$ cat config.mk
export PLATFORM = sky130hd
export DESIGN_NAME = mem_access_stage_flat
export DESIGN_NICKNAME = d
export VERILOG_FILES = /design/src/rtl/mem_access_stage_pkg.sv /design/src/rtl/mem_access_stage_if.sv /design/src/rtl/mem_lane_align.sv /design/src/rtl/mem_access_stage.sv /design/src/flat_wrapper.sv
export SDC_FILE = /design/constraint.sdc
export NUM_CORES = 1
export LEC_CHECK = 0
export CORE_AREA = 2 2 187 189
export CTS_BUF_LIST = sky130_fd_sc_hd__clkbuf_16
export DETAILED_ROUTE_END_ITERATION = 7
export DIE_AREA = 0 0 189 191
export PLACE_DENSITY = 0.72
export SLEW_MARGIN = 25
export SYNTH_ARGS = -nofsm -noshare
export SYNTH_HDL_FRONTEND = slang
export SYNTH_SLANG_ARGS = --single-unit
$ cat constraint.sdc
create_clock -name clk -period 8.2 [get_ports clk]
set_input_delay 2.46 -clock clk [delete_from_list [all_inputs] [get_ports clk]]
set_output_delay 2.46 -clock clk [all_outputs]
set_load 0.005 [all_outputs]
$ cat src/rtl/mem_access_stage_pkg.sv
// Shared encodings for the MEM stage.
// Size codes, FSM states and lane helpers.
package mem_stage_pkg;

  localparam logic [1:0] SZ_B = 2'd0;
  localparam logic [1:0] SZ_H = 2'd1;
  localparam logic [1:0] SZ_W = 2'd2;
  localparam logic [1:0] SZ_D = 2'd3;

  localparam logic [0:0] ST_IDLE = 1'b0;
  localparam logic [0:0] ST_BUSY = 1'b1;

  function automatic logic [7:0] lane_mask(
    input logic [1:0] sz,
    input logic [2:0] off
  );
    logic [7:0] m;
    case (sz)
      SZ_B:    m = 8'h01 << off;
      SZ_H:    m = 8'h03 << off;
      SZ_W:    m = 8'h0F << off;
      default: m = 8'hFF;
    endcase
    return m;
  endfunction

  function automatic logic misaligned(
    input logic [1:0] sz,
    input logic [2:0] off
  );
    logic [2:0] m;
    m = (3'd1 << sz) - 3'd1;
    return (off & m) != 3'd0;
  endfunction

endpackage

$ cat src/rtl/mem_access_stage_if.sv
// Data-memory req/ack bus.
// Stage is master, memory is slave.
interface mem_access_stage_if #(
  parameter int DATA_W = 64
);
  logic                  dmem_req;
  logic                  dmem_we;
  logic [DATA_W-1:0]     dmem_addr;
  logic [DATA_W-1:0]     dmem_wdata;
  logic [DATA_W/8-1:0]   dmem_wstrb;
  logic                  dmem_ack;
  logic [DATA_W-1:0]     dmem_rdata;

  modport master (
    output dmem_req, dmem_we, dmem_addr,
    output dmem_wdata, dmem_wstrb,
    input  dmem_ack, dmem_rdata
  );

  modport slave (
    input  dmem_req, dmem_we, dmem_addr,
    input  dmem_wdata, dmem_wstrb,
    output dmem_ack, dmem_rdata
  );
endinterface

$ cat src/rtl/mem_lane_align.sv
// Byte-lane steering for stores and
// extract/extend for loads.
import mem_stage_pkg::*;

module mem_lane_align (
  input  logic [1:0]  i_size,
  input  logic [2:0]  i_off,
  input  logic        i_unsigned,
  input  logic [63:0] i_store_data,
  input  logic [63:0] i_rdata,
  output logic [63:0] o_wdata,
  output logic [7:0]  o_wstrb,
  output logic [63:0] o_ldata
);
  logic [63:0] w_shift;
  logic        w_sx;

  assign w_shift = i_rdata >> {i_off, 3'b000};
  assign o_wstrb = lane_mask(i_size, i_off);

  // replicate store data, extract and extend load data
  always_comb begin
    o_wdata = i_store_data;
    o_ldata = w_shift;
    w_sx    = 1'b0;
    case (i_size)
      SZ_B: begin
        w_sx    = ~i_unsigned & w_shift[7];
        o_wdata = {8{i_store_data[7:0]}};
        o_ldata = {{56{w_sx}}, w_shift[7:0]};
      end
      SZ_H: begin
        w_sx    = ~i_unsigned & w_shift[15];
        o_wdata = {4{i_store_data[15:0]}};
        o_ldata = {{48{w_sx}}, w_shift[15:0]};
      end
      SZ_W: begin
        w_sx    = ~i_unsigned & w_shift[31];
        o_wdata = {2{i_store_data[31:0]}};
        o_ldata = {{32{w_sx}}, w_shift[31:0]};
      end
      default: begin
        o_wdata = i_store_data;
        o_ldata = w_shift;
      end
    endcase
  end
endmodule

$ cat src/rtl/mem_access_stage.sv
// MEM stage: issues loads/stores on the
// dmem bus, stalls, and registers results.
import mem_stage_pkg::*;

module mem_access_stage #(
  parameter int DATA_W  = 64,
  parameter int REG_AW  = 4,
  parameter int TIMEOUT = 255
) (
  input  logic              clk,
  input  logic              reset,
  input  logic              in_valid,
  input  logic [DATA_W-1:0] in_alu_result,
  input  logic [DATA_W-1:0] in_store_data,
  input  logic [REG_AW-1:0] in_rd,
  input  logic              in_regwrite,
  input  logic              in_memtoreg,
  input  logic              in_memread,
  input  logic              in_memwrite,
  input  logic [1:0]        in_size,
  input  logic              in_unsigned,
  input  logic              flush,
  output logic              stall,
  mem_access_stage_if.master dmem,
  output logic              out_valid,
  output logic [DATA_W-1:0] out_readdata,
  output logic [DATA_W-1:0] out_alu_result,
  output logic [REG_AW-1:0] out_rd,
  output logic              out_regwrite,
  output logic              out_memtoreg,
  output logic              out_misaligned,
  output logic              out_bus_err
);
  localparam int CW = $clog2(TIMEOUT + 1);

  logic [0:0]        r_state;
  logic [CW-1:0]     r_cnt;
  logic              r_flushed;
  logic [DATA_W-1:0] r_addr;
  logic [1:0]        r_size;
  logic              r_unsigned;
  logic              r_isload;
  logic [REG_AW-1:0] r_rd;
  logic              r_regwrite;
  logic              r_memtoreg;
  logic              r_req;
  logic              r_we;
  logic [DATA_W-1:0] r_daddr;
  logic [DATA_W-1:0] r_wdata;
  logic [7:0]        r_wstrb;

  logic              w_busy;
  logic              w_memop;
  logic              w_mis;
  logic              w_issue;
  logic              w_timeout;
  logic              w_we;
  logic              w_kill;
  logic              w_misout;
  logic [1:0]        w_size;
  logic [2:0]        w_off;
  logic [63:0]       w_wdata;
  logic [7:0]        w_wstrb;
  logic [63:0]       w_ldata;

  assign w_busy    = r_state == ST_BUSY;
  assign w_memop   = in_valid & (in_memread | in_memwrite);
  assign w_mis     = misaligned(in_size, in_alu_result[2:0]);
  assign w_issue   = ~w_busy & w_memop & ~w_mis & ~flush;
  assign w_timeout = w_busy & ~dmem.dmem_ack
                   & (r_cnt == CW'(TIMEOUT - 1));
  assign w_we      = in_memwrite & ~in_memread;
  assign w_kill    = r_flushed | flush;
  assign w_misout  = w_memop & w_mis & ~flush;
  assign stall     = w_issue
                   | (w_busy & ~dmem.dmem_ack & ~w_timeout);

  assign w_size = w_busy ? r_size : in_size;
  assign w_off  = w_busy ? r_addr[2:0] : in_alu_result[2:0];

  assign dmem.dmem_req   = r_req;
  assign dmem.dmem_we    = r_we;
  assign dmem.dmem_addr  = r_daddr;
  assign dmem.dmem_wdata = r_wdata;
  assign dmem.dmem_wstrb = r_wstrb;

  mem_lane_align u_align (
    .i_size       (w_size),
    .i_off        (w_off),
    .i_unsigned   (r_unsigned),
    .i_store_data (in_store_data),
    .i_rdata      (dmem.dmem_rdata),
    .o_wdata      (w_wdata),
    .o_wstrb      (w_wstrb),
    .o_ldata      (w_ldata)
  );

  // FSM, bus request and MEM/WB result registers
  always_ff @(posedge clk) begin
    if (!reset) begin
      r_state        <= ST_IDLE;
      r_cnt          <= '0;
      r_flushed      <= 1'b0;
      r_addr         <= '0;
      r_size         <= '0;
      r_unsigned     <= 1'b0;
      r_isload       <= 1'b0;
      r_rd           <= '0;
      r_regwrite     <= 1'b0;
      r_memtoreg     <= 1'b0;
      r_req          <= 1'b0;
      r_we           <= 1'b0;
      r_daddr        <= '0;
      r_wdata        <= '0;
      r_wstrb        <= '0;
      out_valid      <= 1'b0;
      out_readdata   <= '0;
      out_alu_result <= '0;
      out_rd         <= '0;
      out_regwrite   <= 1'b0;
      out_memtoreg   <= 1'b0;
      out_misaligned <= 1'b0;
      out_bus_err    <= 1'b0;
    end else if (!w_busy) begin
      out_readdata <= '0;
      out_bus_err  <= 1'b0;
      if (w_issue) begin
        r_state        <= ST_BUSY;
        r_cnt          <= '0;
        r_flushed      <= 1'b0;
        r_addr         <= in_alu_result;
        r_size         <= in_size;
        r_unsigned     <= in_unsigned;
        r_isload       <= in_memread;
        r_rd           <= in_rd;
        r_regwrite     <= in_regwrite;
        r_memtoreg     <= in_memtoreg;
        r_req          <= 1'b1;
        r_we           <= w_we;
        r_daddr        <= {in_alu_result[DATA_W-1:3], 3'b000};
        r_wdata        <= w_wdata;
        r_wstrb        <= w_we ? w_wstrb : 8'h00;
        out_valid      <= 1'b0;
        out_regwrite   <= 1'b0;
        out_misaligned <= 1'b0;
      end else begin
        out_valid      <= in_valid & ~flush;
        out_alu_result <= in_alu_result;
        out_rd         <= in_rd;
        out_memtoreg   <= in_memtoreg;
        out_misaligned <= w_misout;
        out_regwrite   <= in_valid & ~flush
                        & in_regwrite & ~w_misout;
      end
    end else begin
      out_misaligned <= 1'b0;
      if (flush) r_flushed <= 1'b1;
      if (dmem.dmem_ack) begin
        r_state        <= ST_IDLE;
        r_req          <= 1'b0;
        out_valid      <= ~w_kill;
        out_readdata   <= r_isload ? w_ldata : '0;
        out_alu_result <= r_addr;
        out_rd         <= r_rd;
        out_memtoreg   <= r_memtoreg;
        out_regwrite   <= r_regwrite & ~w_kill;
        out_bus_err    <= 1'b0;
      end else if (w_timeout) begin
        r_state        <= ST_IDLE;
        r_req          <= 1'b0;
        out_valid      <= 1'b1;
        out_readdata   <= '0;
        out_alu_result <= r_addr;
        out_rd         <= r_rd;
        out_memtoreg   <= r_memtoreg;
        out_regwrite   <= 1'b0;
        out_bus_err    <= 1'b1;
      end else begin
        r_cnt        <= r_cnt + 1'b1;
        out_valid    <= 1'b0;
        out_regwrite <= 1'b0;
        out_bus_err  <= 1'b0;
      end
    end
  end
endmodule

$ cat src/flat_wrapper.sv
// flat-port wrapper written by rule: the top's interface ports become plain ports
module mem_access_stage_flat 
#(
  parameter int DATA_W  = 64,
  parameter int REG_AW  = 4,
  parameter int TIMEOUT = 255
)
  (clk, reset, in_valid, in_alu_result, in_store_data, in_rd, in_regwrite, in_memtoreg, in_memread, in_memwrite, in_size, in_unsigned, flush, stall, out_valid, out_readdata, out_alu_result, out_rd, out_regwrite, out_memtoreg, out_misaligned, out_bus_err, dmem_dmem_req, dmem_dmem_we, dmem_dmem_addr, dmem_dmem_wdata, dmem_dmem_wstrb, dmem_dmem_ack, dmem_dmem_rdata);
  mem_access_stage_if #(.DATA_W(DATA_W)) dmem_i ();
  input  logic clk;
  input  logic reset;
  input  logic in_valid;
  input  logic [DATA_W-1:0] in_alu_result;
  input  logic [DATA_W-1:0] in_store_data;
  input  logic [REG_AW-1:0] in_rd;
  input  logic in_regwrite;
  input  logic in_memtoreg;
  input  logic in_memread;
  input  logic in_memwrite;
  input  logic [1:0] in_size;
  input  logic in_unsigned;
  input  logic flush;
  output logic stall;
  output logic out_valid;
  output logic [DATA_W-1:0] out_readdata;
  output logic [DATA_W-1:0] out_alu_result;
  output logic [REG_AW-1:0] out_rd;
  output logic out_regwrite;
  output logic out_memtoreg;
  output logic out_misaligned;
  output logic out_bus_err;
  output wire logic [$bits(dmem_i.dmem_req)-1:0] dmem_dmem_req;
  output wire logic [$bits(dmem_i.dmem_we)-1:0] dmem_dmem_we;
  output wire logic [$bits(dmem_i.dmem_addr)-1:0] dmem_dmem_addr;
  output wire logic [$bits(dmem_i.dmem_wdata)-1:0] dmem_dmem_wdata;
  output wire logic [$bits(dmem_i.dmem_wstrb)-1:0] dmem_dmem_wstrb;
  input wire logic [$bits(dmem_i.dmem_ack)-1:0] dmem_dmem_ack;
  input wire logic [$bits(dmem_i.dmem_rdata)-1:0] dmem_dmem_rdata;
  assign dmem_dmem_req = dmem_i.dmem_req;
  assign dmem_dmem_we = dmem_i.dmem_we;
  assign dmem_dmem_addr = dmem_i.dmem_addr;
  assign dmem_dmem_wdata = dmem_i.dmem_wdata;
  assign dmem_dmem_wstrb = dmem_i.dmem_wstrb;
  assign dmem_i.dmem_ack = dmem_dmem_ack;
  assign dmem_i.dmem_rdata = dmem_dmem_rdata;
  mem_access_stage #(.DATA_W(DATA_W), .REG_AW(REG_AW), .TIMEOUT(TIMEOUT)) u_core (.clk(clk), .reset(reset), .in_valid(in_valid), .in_alu_result(in_alu_result), .in_store_data(in_store_data), .in_rd(in_rd), .in_regwrite(in_regwrite), .in_memtoreg(in_memtoreg), .in_memread(in_memread), .in_memwrite(in_memwrite), .in_size(in_size), .in_unsigned(in_unsigned), .flush(flush), .stall(stall), .dmem(dmem_i), .out_valid(out_valid), .out_readdata(out_readdata), .out_alu_result(out_alu_result), .out_rd(out_rd), .out_regwrite(out_regwrite), .out_memtoreg(out_memtoreg), .out_misaligned(out_misaligned), .out_bus_err(out_bus_err));
endmodule
==> key figures, run 1 <==
Power
  • Power consumption: around 3.5 mW
  • PD cells: 179 nW/um^2
  • VDD IR max: approximately 0.16 mV
  • Static Leak: approximately 7 nW

Outcome
  • Status: finished clean

CTS
  • CTS H-Tree Depth: 2
  • Root Buffer Master: clkbuf_16
  • Clock sinks: 295
  • TritonCTS clock tree: done
  • Clk_lat worst skew: around 0.53 ns
  • CTS max path bufs: 3
  • # Post-CTS Setup Buffers: 0
  • Clock-pin slew on the worst setup and hold paths: about 0.05 ns
  • Cts hold-fix bufs: 0
  • Post-CTS Resized: 0
  • Num CTS Buffers: 35

Placed design
  • Dpl cell area: between 15000 and 20000 sq um
  • I/O Buffers: between 400 and 500
  • Gpl congestion: between 0.9 and 1
  • Detail Placement HPWL: roughly 36000 um
  • Pre-CTS setup slack: ~1.1 ns

Critical path
  • Crit start category: input port
  • Critical path required time: roughly 5.7 ns
  • Crit end category: primary output
  • Critical path peak fanout: 6
  • Setup Crit Path Kind: in2out
  • Critical-path cell list: clkdlybuf4s50_1 > nor3b_1 > o2111a_4 > a21oi_4 > inv_1 > clkdlybuf4s50_1
  • Max incr delay on CP: approximately 0.57 ns
  • Worst path most repeated cell: clkdlybuf4s50_1
  • Crit path DAT: approximately 4.6 ns
  • Slowest stage cell, crit path: clkdlybuf4s50_1

Global route
  • Largest net degree at the start of global routing: 172
  • Total GRT Usage: between 20% and 30%
  • First-pass GRT wire length: a little under 80000 um
  • Total congestion overflow: 0
  • GRT met2 Usage: 43.5%
  • M1 GR Usage: 34.0%
  • Vias in the first global route: 13200
  • GR peak layer: met2
  • Routing usage on met3: under 10%
  • Initial antenna violation count: 9

Flow run
  • Max Cap Viol: 0

Timing
  • Top achievable clock speed: about 0.14 GHz
  • Final setup violating endpoints: 0
  • TNS Setup: 0 ns
  • Slew @ Worst Pin: approximately 1.1 ns
  • Worst Skew: roughly 0.020 ns
  • Slew headroom: between 20% and 30%
  • Fin. max-slew vios: 0
  • Final Critical Period: between 7 and 8 ns
  • Tcrit/Tclk final: between 80% and 90%
  • RSZ-0062 raised after global routing: false
  • Final WS setup: roughly 1.2 ns
  • Final hold viol count: 0

Layout
  • P&R area growth vs syn: 39.8%
  • Final instance area: roughly 20000 sq um
  • # fillers: 3042
  • Nets: between 2000 and 2500
  • Layout cell share with drive strength beyond 1: between 4 and 5%
  • Final core utilization: 57.9%

Synthesis
  • Fraction of synthesis flops using an asynchronous set or reset pin: 0%
  • Top_reg_cell synth: dfxtp_1
  • Cell Area, Synth: 14100 sq um
  • Register bit count reported by yosys: around 300
  • Post-synth EDFFs: 0
  • Post-synthesis cell count: ~1800
  • Synth area leader: dfxtp_1
  • Sequential area share after synthesis: approximately two fifths
  • Warnings, synthesis: 0
  • Post-synthesis average cell area: 8.06 sq um
  • Top post-synthesis cells by area: dfxtp_1 (42%), nand2_1 (9.6%), mux2i_1 (6.8%)
  • Synth top area share: 41.8%
  • Yosys cell types: 59

Floorplanning
  • Die Y: ~190 um
  • Initial Util: roughly two fifths
  • Core area: 34100 sq um
  • Row count: 68
  • Ports: between 400 and 500
  • Die area: 36100 sq um
  • Die width: between 150 and 200 um

Detailed routing
  • Iteration-0 DRC count of the detailed router: roughly 940
  • Total Routed Length: 51200 um
  • Drt drc: 0
  • 1st-pass router iterations: 6
  • WL/cell: about 20 um
  • Antenna Nets Post-Route: 0
  • Vias: 14200
  • DR vias/cell: between 5 and 6

Min path
  • Hold Path Class: reg2reg
layout by cell type, fill, tap and decap left out, types with 14 or more instances in the layout:
master / instances
a221o_1: 24
clkdlybuf4s50_1: 480
a211oi_1: 78
mux2i_1: 93
inv_1: 30
nand2_1: 362
nand3_1: 71
a221oi_1: 14
nor2_1: 142
o21ai_0: 50
clkbuf_16: 36
a22o_1: 32
a21oi_1: 170
nand2b_1: 35
buf_4: 16
nor3_1: 25
dfxtp_1: 294
kinds of logic (layout without fill, tap and decap cells):
logic type                 after synthesis  after routing  share of synthesized area, %
buffers and inverters                  230            580                          8.05
xor gates and xnor gates                 5              5                         0.310
muxes                                  110            110                          8.79
DFF                                    295            295                          41.8
AOI/OAI and AO/OA                      441            441                          20.7
other                                    1             12                        0.0265
and+or+nand+nor                        663            663                          19.7
adders and majority gates                7              7                         0.620
critical path: cells and delay by family:
kind,cells,cell delay [ns]
simple gates,1,0.56
compound gates,2,0.40
buf+inv,3,1.17
path summary, 6_finish.rpt:
path	startpoint	slack, ns	cells past startpoint	endpoint
worst max-delay path	flush	1.15	6	stall
worst min-delay path	u_core.r_regwrite	0.44	2	u_core.out_regwrite
worst max register to register	u_core.r_state	3.34	9	u_core.out_readdata[21]
worst min register to register	u_core.r_regwrite	0.44	2	u_core.out_regwrite
stage by stage:
step                instances  hold WS [ns]
floorplan                1754         0.415
global placement         2496         0.430
detailed placement       2496         0.432
CTS                      2559         0.429
global route             2566         0.463
finish                   2568         0.439
per-layer routing:
layer,part of all wire (%),wire length [um],vias to the layer above
met4,3.8,1940,0
met3,9.4,4810,105
met1,41,20900,6638
met2,46,23600,700
li1,-,-,6723
met5,0,0,-
Yosys cell counts (all sizes together), types with 5 or more instances:
master,number
a211o,7
a211oi,79
a21boi,13
a21o,9
a21oi,171
a221o,24
a221oi,14
a22o,32
a22oi,5
a31oi,10
buf,97
clkbuf,113
dfxtp,295
ha,7
inv,20
mux2i,96
mux4,11
nand2,362
nand2b,35
nand3,72
nand4,8
nor2,143
nor3,26
o21ai,50
o2bb2ai,8
or2,5
state kept, by name (all words and copies together) (netlist names):
name,count
u_core.out_valid,1
u_core.out_alu_result,64
u_core.out_readdata,64
u_core.out_regwrite,1
u_core.r_state,1
u_core.r_unsigned,1
u_core.r_addr,64
u_core.r_memtoreg,1
u_core.out_misaligned,1
u_core.r_size,2
u_core.dmem.dmem_req,1
u_core.r_cnt,8
u_core.r_regwrite,1
u_core.out_memtoreg,1
u_core.out_rd,4
u_core.r_flushed,1
u_core.dmem.dmem_we,1
u_core.r_rd,4
u_core.r_isload,1
u_core.dmem.dmem_wstrb,8
u_core.out_bus_err,1
u_core.dmem.dmem_wdata,64
report_power, final:
group	switching (mW)	internal (mW)
clock network	0.619	0.826
registers	0.0315	1.48
logic	0.296	0.279
total	0.947	2.59
area by class of cell:
type                    instances  area, sq um  share of cell area [%]
well taps                     455          569                    2.88
diodes                          9         22.5                   0.114
inverters                      20         80.1                   0.405
multi-input cells            1229         7170                    36.3
clock buffers                  36          901                    4.56
clock inverters                27          155                   0.785
flip-flops and latches        295         5910                    29.9
repair buffers                497         4940                    25.0
Note: power is estimated with default switching activity, not from simulation.
==> run 2: changes to the inputs <==
clock period = 8.37 ns   (was 8.2 ns; I/O delays follow)
==> run 2 against run 1 <==
  * Wire length decreased by 0.52%
  * Total power increased by 0.64%
  * Hold slack improved by 0.0090 ns
  * Global-route usage grew 0.17 points
  * Largest power group is now clock
  * Critical path depth unchanged
  * Utilization up 0.31 points
  * Die area is the same
  * Register-to-register slack improved by 0.96 ns
  * Clock skew is 0.0019 ns lower
  * Highest routed layer unchanged
  * Combinational power fell by 2%
  * Worst setup slack got worse by 0.0020 ns
==> key figures, run 2 (synthesis results as in run 1) <==
Outcome
  • Status: finished clean

Critical path
  • Setup Crit Path Kind: in2out
  • Crit-path leading delay family: buffers and inverters
  • Critical path peak fanout: 6
  • Critical path required time: 5.86 ns
  • Crit path DAT: around 4.7 ns
  • Crit start category: input port
  • Crit end category: primary output
  • Max incr delay on CP: approximately 0.61 ns
  • CP Buf/Inv Count: 3
  • Slowest stage cell, crit path: nor3b_1
  • Worst path most repeated cell: clkdlybuf4s50_1
  • Critical-path cell list: clkdlybuf4s50_1 > nor3b_1 > o2111a_4 > a21oi_4 > inv_1 > clkdlybuf4s50_1

Floorplanning
  • Initial Util: just over 40%
  • Die Y: roughly 190 um
  • Die area: roughly 36000 sq um
  • Ports: between 400 and 500
  • Row count: between 60 and 70
  • Die width: between 150 and 200 um
  • Core area: approximately 34000 sq um

Timing
  • Hold Slack: 0.448 ns
  • Fin. max-slew vios: 0
  • Final Critical Period: ~7.2 ns
  • Slew headroom: a little under a third
  • TNS Setup: 0 ns
  • Final setup violating endpoints: 0
  • Slew @ Worst Pin: about 1 ns
  • Final hold viol count: 0
  • Worst Skew: 0.0178 ns
  • Final WS setup: around 1.1 ns
  • Top achievable clock speed: about 0.14 GHz
  • Tcrit/Tclk final: between 80% and 90%
  • RSZ-0062 raised after global routing: false

Global route
  • Total GRT Usage: 27.1%
  • Total congestion overflow: 0
  • Initial antenna violation count: 7
  • First-pass GRT wire length: approximately 80000 um
  • Vias in the first global route: 13500
  • Largest net degree at the start of global routing: 172

Layout
  • Final instance area: just under 20000 sq um
  • Non-filler cells, final: between 2000 and 3000
  • P&R area growth vs syn: 40.6%
  • Most common cell after layout, fill and taps aside: clkdlybuf4s50_1
  • Commonest non-fill, non-tap cells in the layout: clkdlybuf4s50_1 (480), nand2_1 (362), dfxtp_1 (294)
  • Layout cell share with drive strength beyond 1: under 10%
  • # fillers: 3075
  • FF+latch area: 5910 sq um
  • Nets: about 2300
  • Area of the multi-input gates: 7180 sq um

Detailed routing
  • 1st-pass router iterations: 8
  • WL/cell: just under 20 um
  • DR vias/cell: between 5 and 6
  • Drt drc: 0
  • Vias: approximately 14000
  • Iteration-0 DRC count of the detailed router: about 1300
  • Total Routed Length: about 51000 um
  • Antenna Nets Post-Route: 0

Power
  • Clock share of power: 42.4%
  • VDD IR max: ~0.16 mV
  • Sw power: approximately 940 uW
  • Static Leak: a little over 7 nW
  • Switching Share: 26.3%
  • Seq pwr share: 41.7%
  • Power Internal: 2.62 mW
  • Logic pwr share: between 15 and 20%
  • PD cells: around 180 nW/um^2

CTS
  • Cts hold-fix bufs: 0
  • CTS H-Tree Depth: 2
  • CTS max path bufs: 3
  • Post-CTS Resized: 0
  • Clock sinks: between 200 and 300
  • Root Buffer Master: clkbuf_16
  • # Post-CTS Setup Buffers: 0
  • Clk_lat worst skew: between 0.5 and 0.6 ns
  • Num CTS Buffers: 36
  • TritonCTS clock tree: done
  • Clock-pin slew on the worst setup and hold paths: roughly 0.060 ns

Placed design
  • Inst Count DP: 2496
  • I/O Buffers: between 400 and 500
  • Detail Placement HPWL: 35900 um
  • Pre-CTS setup slack: between 1 and 1.5 ns
  • Gpl congestion: about 0.95
  • Dpl cell area: roughly 19000 sq um

Flow run
  • Max Cap Viol: 0

Min path
  • Hold Path Class: reg2reg
==> run 2: changes by cell type in the layout (fill, tap and decap cells not counted), moves of 2 or more <==
cell,previous run,this run
nor2_1,142,140
clkinv_1,9,4
inv_1,30,25
nor2_2,0,2
bufinv_16,1,3
clkinv_2,2,9
==> run 2: final timing paths <==
path                     startpoint  depth (start not counted)  slack (ns)                 endpoint
setup / recovery              flush                          6        1.15                    stall
hold / removal    u_core.r_regwrite                          2        0.45      u_core.out_regwrite
setup reg to reg     u_core.r_state                          7        4.30  u_core.out_readdata[51]
hold reg to reg   u_core.r_regwrite                          2        0.45      u_core.out_regwrite
==> run 2: routing by layer <==
| layer | wire length, um | track usage [%] | up-vias | part of all wire [%] |
|---|---|---|---|---|
| li1 | - | - | 6728 | - |
| met1 | 20700 | 34.8 | 6673 | 41 |
| met2 | 23400 | 43.2 | 676 | 46 |
| met3 | 4790 | 6.43 | 115 | 9.4 |
| met4 | 2070 | 11.8 | 0 | 4.1 |
| met5 | 0 | 0 | - | 0 |
==> run 2: cell type report <==
type                    count  share of cell area, %
well taps                 455                   2.87
repair buffers            498                   25.0
multi-input cells        1229                   36.1
diodes                      8                  0.101
inverters                  20                  0.403
clock buffers              37                   4.66
flip-flops and latches    295                   29.8
clock inverters            26                   1.03
==> run 2: worst register-to-register path, stage by stage (launching register included) <==
cell and delay [ns]:
dfxtp_4 0.79, mux2_2 0.92, mux4_2 0.62, a222oi_1 0.46, nand3_2 0.23, a31oi_2 0.49
buf_4 0.35, a22o_1 0.16
==> run 2: stage by stage <==
stage                     utilization, %  total power, mW
final                               58.2             3.56
after global routing                58.2             3.70
after CTS                           58.0             3.59
after detailed placement            54.7             2.07
after global placement              54.7             2.06
after floorplan                        -             1.78
==> run 2: power by group through the flow <==
stage                     clock [mW]  sequential [mW]  combinational (mW)
after floorplan                    0             1.51               0.271
after global placement             0             1.51               0.550
after detailed placement           0             1.52               0.555
after CTS                       1.54             1.49               0.558
after global routing            1.60             1.49               0.609
final                           1.51             1.49               0.564
==> run 3: changes to the inputs <==
ABC_AREA = 1   (was unset)
CORE_AREA = 2 2 191 193   (was 2 2 187 189)
DIE_AREA = 0 0 193 195   (was 0 0 189 191)
TNS_END_PERCENT = 20   (was unset)
==> run 3 against run 2 <==
  * Wire length increased by 5.0%
  * Total power increased by 4.0%
  * Combinational power increased by 20%
  * Sequential power about the same
  * Clock skew decreased by 0.0030 ns
  * Fmax increased by 0.95%
  * Final cell count increased by 15%
  * Sequential cell count unchanged
  * Worst setup slack improved by 0.068 ns
  * Register-to-register slack got worse by 0.19 ns
  * Count of clock-buffer cells in the layout decreased by 1
  * Via count increased by 11%
  * Critical path type unchanged
  * Critical endpoint unchanged
  * Largest cell class unchanged
  * Largest power group unchanged
  * Highest routed layer is now met5
==> key figures, run 3 <==
Global route
  • Total congestion overflow: 0
  • Total GRT Usage: around 27%
  • Initial antenna violation count: 2
  • Largest net degree at the start of global routing: around 130
  • First-pass GRT wire length: ~82000 um
  • Vias in the first global route: ~15000

Synthesis
  • Cell Area, Synth: 15000 sq um
  • Post-synth EDFFs: 0
  • Post-synthesis cell count: ~2200
  • Synth area leader: dfxtp_1
  • Register bit count reported by yosys: just under 300
  • Post-synth top cells: nand2_1 (682), dfxtp_1 (295), o21ai_0 (253)
  • Yosys cell types: 42
  • Sequential area share after synthesis: between 30% and 40%
  • Synth top area share: just under 40%
  • Fraction of synthesis flops using an asynchronous set or reset pin: 0%
  • Top-count cell post-synth: nand2_1
  • Top post-synthesis cells by area: dfxtp_1 (39%), nand2_1 (17%), o21ai_0 (8.5%)
  • Warnings, synthesis: 0
  • Post-synthesis average cell area: 6.94 sq um
  • Top_reg_cell synth: dfxtp_1

CTS
  • Clock sinks: slightly below 300
  • # Post-CTS Setup Buffers: 0
  • Clk_lat worst skew: 0.52 ns
  • Clock-pin slew on the worst setup and hold paths: approximately 0.06 ns
  • Num CTS Buffers: 35
  • CTS max path bufs: 3
  • Cts hold-fix bufs: 0
  • Root Buffer Master: clkbuf_16
  • TritonCTS clock tree: done
  • CTS H-Tree Depth: 2
  • Post-CTS Resized: 0

Placed design
  • I/O Buffers: 480
  • Detail Placement HPWL: roughly 37000 um
  • Gpl congestion: 0.952
  • Dpl cell area: about 19000 sq um

Floorplanning
  • Die area: approximately 38000 sq um
  • Initial Util: 42.2%
  • Core area: between 30000 and 40000 sq um
  • Ports: between 400 and 500
  • Die width: 193 um
  • Row count: 69
  • Die Y: just under 200 um

Detailed routing
  • Iteration-0 DRC count of the detailed router: approximately 1400
  • Total Routed Length: 53500 um
  • Drt drc: 0
  • DR vias/cell: around 5.3
  • Antenna Nets Post-Route: 0
  • WL/cell: 18.1 um
  • 1st-pass router iterations: 6
  • Vias: between 15000 and 20000

Timing
  • Top achievable clock speed: 0.140 GHz
  • Final setup violating endpoints: 0
  • Final Critical Period: 7.15 ns
  • Hold Slack: ~0.44 ns
  • TNS Setup: 0 ns
  • Slew headroom: between 30% and 40%
  • RSZ-0062 raised after global routing: false
  • Tcrit/Tclk final: between 80% and 90%
  • Fin. max-slew vios: 0
  • Worst Skew: about 0.015 ns
  • Slew @ Worst Pin: ~0.99 ns
  • Final hold viol count: 0

Layout
  • Nets: between 2000 and 3000
  • Area of the multi-input gates: around 7300 sq um
  • Layout cell share with drive strength beyond 1: under 10%
  • # fillers: about 3300
  • Final instance area: 20400 sq um
  • FF+latch area: ~6000 sq um
  • Final core utilization: a little under three fifths
  • Most common cell after layout, fill and taps aside: nand2_1
  • Commonest non-fill, non-tap cells in the layout: nand2_1 (681), clkdlybuf4s50_1 (479), dfxtp_1 (294)
  • P&R area growth vs syn: 36.3%

Critical path
  • Critical path peak fanout: 13
  • Crit path DAT: between 4 and 5 ns
  • Crit end category: primary output
  • Setup Crit Path Kind: in2out
  • Crit start category: input port
  • Critical path required time: ~6 ns

Outcome
  • Status: finished clean

Power
  • PD cells: about 180 nW/um^2
  • Power consumption: roughly 3.7 mW
  • VDD IR max: around 0.14 mV
  • Static Leak: approximately 8.1 nW

Flow run
  • Max Cap Viol: 0

Min path
  • Hold Path Class: reg2reg
## run 3: cell types whose count changed in the layout (fill, tap and decap cells not counted), sizes merged, moves of 32 or more
cell,previous run,this run
nand3,72,125
nor2,143,61
inv,28,149
a211oi,79,0
nand2,362,692
a22o,32,0
nand2b,35,0
mux2i,96,0
a31oi,10,59
o21ai,50,306
## run 3: per-layer routing
layer	track usage, %	part of all wire [%]	vias up
met3	6.78	9.7	147
met2	43.7	45	767
met1	34.5	41	7194
li1	-	-	7669
met4	12.1	4.4	2
met5	0	0.024	-
## run 3: final cells by class
type	instances	share of cell area [%]
clock buffer	36	4.42
timing repair buffer	497	24.2
inverter	141	2.65
multi-input combinational	1499	35.8
sequential	295	29.0
tap	461	2.83
clock inverter	26	1.14
antenna	1	0.0123
## run 3: worst paths after layout
kind                                                 from                   endpoint  slack [ns]  depth (start not counted)
worst max-delay path                     in_alu_result[0]                      stall        1.22                          7
worst min-delay path            u_core.out_alu_result[17]  u_core.out_alu_result[17]        0.44                          2
worst max register to register             u_core.r_state    u_core.out_readdata[40]        4.11                         10
worst min register to register  u_core.out_alu_result[17]  u_core.out_alu_result[17]        0.44                          2
## run 3: critical path, cell delays in order
cell and delay (ns):
clkdlybuf4s50_1 0.52, inv_1 0.21, nand3_1 0.10, nand2_1 0.18, nand2_1 0.10, nand2_1 0.39
clkdlybuf4s50_1 0.63
## run 3: cell families (layout without fill, tap and decap cells)
group / count (synthesis) / count (layout) / share of synthesized area [%]
flops: 295 / 295 / 39.5
buf+inv: 362 / 700 / 12.0
simple gates: 891 / 891 / 24.7
fa+ha+maj: 7 / 7 / 0.586
xor+xnor: 4 / 4 / 0.234
compound gates: 594 / 594 / 22.9
other cells: 1 / 4 / 0.0251
## run 3: where the power goes
part           internal [mW]  switching, mW
combinational          0.294          0.381
clock                  0.905          0.617
sequential              1.47         0.0379
## run 3: metrics by stage
step           worst slack [ns]  instances
2_1_floorplan              2.64       2156
3_3_place_gp               1.24       2893
3_5_place_dp               1.21       2893
4_1_cts                    1.21       2955
5_1_grt                    1.11       2956
6_report                   1.22       2956
